<file path="src/rtl/sram_pkg.sv">
// sram_pkg: shared FSM states, SRAM command field positions and the command builder.
package sram_pkg;
    typedef enum logic [2:0] {IDLE, LO, GAP, HI, DONE} state_t;
    localparam int MOSI_W        = 36;
    localparam int MOSI_RW_BIT   = 35;
    localparam int MOSI_DATA_MSB = 34;
    localparam int MOSI_DATA_LSB = 19;
    localparam int SRAM_ADDR_W   = 19;
    localparam int SRAM_DATA_W   = 16;

    function automatic logic [MOSI_W-1:0] mk_mosi(
        input logic                   rw,
        input logic [SRAM_DATA_W-1:0] data,
        input logic [SRAM_ADDR_W-1:0] haddr
    );
        logic [MOSI_W-1:0] m;
        m = '0;
        m[MOSI_RW_BIT] = rw;
        m[MOSI_DATA_MSB:MOSI_DATA_LSB] = data;
        m[SRAM_ADDR_W-1:0] = haddr;
        return m;
    endfunction
endpackage

</file>
<file path="src/rtl/sram_ctrl.sv">
// sram_ctrl: splits a 32-bit CPU access into two 16-bit SRAM phases (low, then high half-word)
// separated by a one-cycle deselect gap; all SRAM-side and CPU-side outputs are registered.
module sram_ctrl
    import sram_pkg::*;
#(
    parameter int WAIT_CYCLES = 1
) (
    input  logic                   sck,
    input  logic                   rst,
    input  logic                   req,
    input  logic                   we,
    input  logic [31:0]            addr,
    input  logic [31:0]            wdata,
    output logic [31:0]            rdata,
    output logic                   ack,
    output logic                   busy,
    output logic                   cs_n,
    output logic [MOSI_W-1:0]      mosi,
    input  logic [SRAM_DATA_W-1:0] miso
);
    localparam logic [3:0] CNT_LOAD = 4'(WAIT_CYCLES - 1);

    state_t            r_state, w_next;
    logic [3:0]        r_cnt, w_cnt;
    logic              r_we, w_we;
    logic [17:0]       r_haddr, w_haddr;
    logic [31:0]       r_wdata, w_wdata, r_rdata;
    logic              r_ack, r_busy, r_cs_n;
    logic [MOSI_W-1:0] r_mosi, w_mosi;
    logic              w_phase, w_last, w_unused_addr;

    assign w_unused_addr = ^{addr[31:20], addr[1:0]};
    assign w_last = (r_cnt == 4'd0);

    always_ff @(posedge sck) begin
        if (rst) begin
            r_state <= IDLE;
            r_cnt   <= '0;
            r_we    <= 1'b0;
            r_haddr <= '0;
            r_wdata <= '0;
        end else begin
            r_state <= w_next;
            r_cnt   <= w_cnt;
            r_we    <= w_we;
            r_haddr <= w_haddr;
            r_wdata <= w_wdata;
        end
    end

    always_comb begin
        w_next = r_state;
        case (r_state)
            IDLE:    w_next = req ? LO : IDLE;
            LO:      w_next = w_last ? GAP : LO;
            GAP:     w_next = HI;
            HI:      w_next = w_last ? DONE : HI;
            DONE:    w_next = IDLE;
            default: w_next = IDLE;
        endcase
    end

    // Request fields pass straight through only in IDLE, so they are frozen for the whole access.
    always_comb begin
        w_we    = (r_state == IDLE) ? we : r_we;
        w_haddr = (r_state == IDLE) ? addr[19:2] : r_haddr;
        w_wdata = (r_state == IDLE) ? wdata : r_wdata;
        w_phase = (w_next == LO) || (w_next == HI);
        w_cnt   = (w_phase && w_next != r_state) ? CNT_LOAD : (w_last ? 4'd0 : r_cnt - 4'd1);
        w_mosi  = (w_next == LO) ? mk_mosi(w_we, w_we ? w_wdata[15:0] : 16'h0, {w_haddr, 1'b0}) :
                  (w_next == HI) ? mk_mosi(w_we, w_we ? w_wdata[31:16] : 16'h0, {w_haddr, 1'b1}) :
                  '0;
    end

    always_ff @(posedge sck) begin
        if (rst) begin
            r_rdata <= '0;
            r_ack   <= 1'b0;
            r_busy  <= 1'b0;
            r_cs_n  <= 1'b1;
            r_mosi  <= '0;
        end else begin
            r_ack  <= (w_next == DONE);
            r_busy <= (w_next != IDLE);
            r_cs_n <= !w_phase;
            r_mosi <= w_mosi;
            if (!r_we && w_last && r_state == LO) r_rdata[15:0] <= miso;
            if (!r_we && w_last && r_state == HI) r_rdata[31:16] <= miso;
        end
    end

    assign rdata = r_rdata;
    assign ack   = r_ack;
    assign busy  = r_busy;
    assign cs_n  = r_cs_n;
    assign mosi  = r_mosi;
endmodule

</file>
<file path="config.mk">
export PLATFORM = sky130hd
export DESIGN_NAME = sram_ctrl
export DESIGN_NICKNAME = d
export VERILOG_FILES = /design/src/rtl/sram_pkg.sv /design/src/rtl/sram_ctrl.sv
export SDC_FILE = /design/constraint.sdc
export NUM_CORES = 1
export LEC_CHECK = 0
export ABC_AREA = 1
export CAP_MARGIN = 5
export CORE_UTILIZATION = 36
export CTS_CLUSTER_DIAMETER = 60
export CTS_CLUSTER_SIZE = 14
export DETAILED_ROUTE_END_ITERATION = 8
export PLACE_DENSITY = 0.73
export SLEW_MARGIN = 10
export SYNTH_ARGS = -nofsm -noshare
export SYNTH_HDL_FRONTEND = slang
export SYNTH_SLANG_ARGS = --single-unit
</file>
<file path="constraint.sdc">
create_clock -name sck -period 1.6 [get_ports sck]
set_input_delay 0.32 -clock sck [delete_from_list [all_inputs] [get_ports sck]]
set_output_delay 0.32 -clock sck [all_outputs]
set_load 0.02 [all_outputs]
</file>
==> qor.yml <==
synth_compound_area_share_pct: 7.40
die_x_um: 115
routed_wl_mm: 11.1
root_buffer: "clkbuf_16"
critPathKind: "reg2reg"
yosysWarnings: 0
hpwl_mm: 7.57
synth_seq_cells: 129
path_buf_inv: 2
synthSimpleGateAreaFrac_pct: 28.1
wl_per_cell_um: 12.1
ir_drop_mv: 0.589
p_total_mw: 9.11
whs_ns: 0.448
syn_area_um2: 4640
first_global_vias: 4118
internal_power_mw: 6.54
overflow: 0
arrival_ns: 1.79
core_um2: 12600
grt_start_max_net_pins: 56
htree_levels: 4
hold_viol: 0
cp_slowest_cell: "dfxtp_1"
synth_top_family_by_area: "simple AND/OR/NAND/NOR gates"
dpl_cell_area_um2: 6210
crit_chain: "inv_1, ha_1, nand3_2, nand3_2, nor2_2, buf_12, nand2_1, nand2_1"
path_clk_slew_ns: 0.06
clockBufferDepth: 2
combPwrFrac_pct: 18.2
cts_inserted_buffers: 17
fmax_mhz: 688
yosys.area_share.adder_pct: 0.540
dp_slack_ns: -0.0271
finalSetupViolations: 0
num_antenna_cells: 0
final.min_clock_period_ns: 1.45
multi_input_area_um2: 1710
p_sw_mw: 2.57
syn2layout_area_growth_pct: 45.7
synth_cell_types: 24
power_density_nw_per_um2: 1350
syn_area_per_cell_um2: 7.86
layout_common_cells: "nand2_1, dfxtp_1, nor2_1, dlygate4sd2_1, clkdlybuf4s50_1"
swShare_pct: 28.2
synth_top_cell_area_share_pct: 55.7
crit_family: "simple AND/OR/NAND/NOR gates"
num_rows: 41
die_area_um2: 13300
cp_max_fo: 16
syn_inst: 590
fin_util_pct: 53.7
yosysTopAreaCell: "dfxtp_1"
ys_seq_area_share_pct: 55.7
nNetsFinal: 819
grtUsageTotal_pct: 17.6
vias_per_cell: 4.53
route.detailed.drc: 0
power_frac_seq_pct: 40.4
worst_setup_path_end_kind: "register"
synth.area.mux_share_pct: 0
slew_headroom_pct: 78.4
ant_nets: 0
antenna_found_initial: 0
seq_area_um2: 2580
synth_area_leaders: "dfxtp_1, nand2_1, nor2_1"
final_common_cell: "nand2_1"
grt_pass1_wl_mm: 18.1
dr_total_vias: 4159
fp.dieH_um: 115
cp_slowest_stage_delay_ns: 0.35
cap_violations: 0
cts.sinks: 129
timing.final.ws_setup_ns: 0.146
synth-xor-area-share_pct: 0.378
io_pins: 155
drive_above_1_share_pct: 8.98
syn_nets: 676
port_buffers: 140
worst_clock_skew_ns: 0.0100
min_path_type: "reg2reg"
tightestPinTransition_ns: 0.323
initial_utilization_pct: 36.9
clockPowerShare_pct: 41.4
first_pass_iters: 4
rsz0062_at_grt: "false"
start_kind: "register"
drtIter0Drc: 183
run_status: "finished clean"
final_max_slew_viol_count: 0
fillers: 1165
cts_tree: "yes"
required_ns: 1.94
final_area_um2: 6750
clk_latency_ns: 0.40
gp_congestion: 0.740
fin_crit_sh_pct: 90.9
p_leak_nw: 3.18
[cells by family after synthesis]
| family | count (synthesis) |
|---|---|
| and+or+nand+nor | 314 |
| DFF | 129 |
| buffers and inverters | 75 |
| AOI/OAI and AO/OA | 68 |
| xor gates and xnor gates | 2 |
| adders and majority gates | 2 |
[area by class of cell]
cell class	count	share of cell area (%)
Tap cell	172	3.19
Timing Repair Buffer	154	22.1
Sequential cell	129	38.2
Clock buffer	18	6.35
Inverter	45	2.54
Multi-Input combinational cell	386	25.3
Clock inverter	14	2.33
[final timing paths]
check / startpoint / end / slack [ns] / depth (start not counted)
setup / recovery: r_cnt[0] / mosi[26] / 0.15 / 8
setup reg to reg: r_cnt[0] / mosi[26] / 0.15 / 8
hold reg to reg: r_cnt[0] / r_cnt[0] / 0.45 / 1
hold / removal: r_cnt[0] / r_cnt[0] / 0.45 / 1
[power groups by stage]
| stage | combinational, mW | clock (mW) | sequential (mW) |
|---|---|---|---|
| CTS | 1.66 | 3.85 | 3.68 |
| global route | 1.85 | 4.04 | 3.71 |
| detailed placement | 1.76 | 0 | 3.75 |
| finish | 1.66 | 3.77 | 3.68 |
| floorplan | 0.860 | 0 | 3.94 |
| global placement | 1.72 | 0 | 3.74 |
[synthesized netlist by cell type]
master,n
a21oi_1,17
buf_1,1
buf_2,3
buf_4,4
buf_6,8
clkbuf_1,13
clkbuf_2,1
dfxtp_1,129
ha_1,2
inv_1,41
inv_2,3
inv_4,1
nand2_1,135
nand2_2,1
nand3_1,5
nand3_2,4
nor2_1,120
nor2_2,9
nor2_4,3
nor3_1,37
o211ai_1,1
o21ai_0,49
o21ai_1,1
xnor2_1,2
[layer usage]
layer	up-vias	part of all wire (%)	track usage [%]
met5	-	0	0
met3	13	7.3	7.32
met1	1898	42	18.5
met4	0	1.3	7.10
li1	2128	-	-
met2	120	50	31.1
[worst reg2reg max path: stages, from the launching register on]
cell	delay (ns)
dfxtp_1	0.35
inv_1	0.07
ha_1	0.27
nand3_2	0.14
nand3_2	0.10
nor2_2	0.17
buf_12	0.17
nand2_1	0.07
nand2_1	0.06
[state kept, by name, summed over array words and instances (netlist names), 3 cells and up]
name / flops
mosi: 36
r_cnt: 4
r_haddr: 18
r_state: 3
r_wdata: 32
rdata: 32
[metrics by stage]
| step | instances | setup TNS [ns] |
|---|---|---|
| finish | 918 | 0 |
| global route | 918 | 0 |
| CTS | 917 | 0 |
| detailed placement | 885 | -0.0342 |
| global placement | 885 | 0 |
| floorplan | 590 | 0 |
[timing repair]
item,in CTS,in global routing
gates resized for setup,72,5
buffers inserted,0,1
hold buffers,0,0
pin swaps,0,1
endpoints found under the setup margin,85,44
No activity file was read; power rests on OpenSTA's default activity.
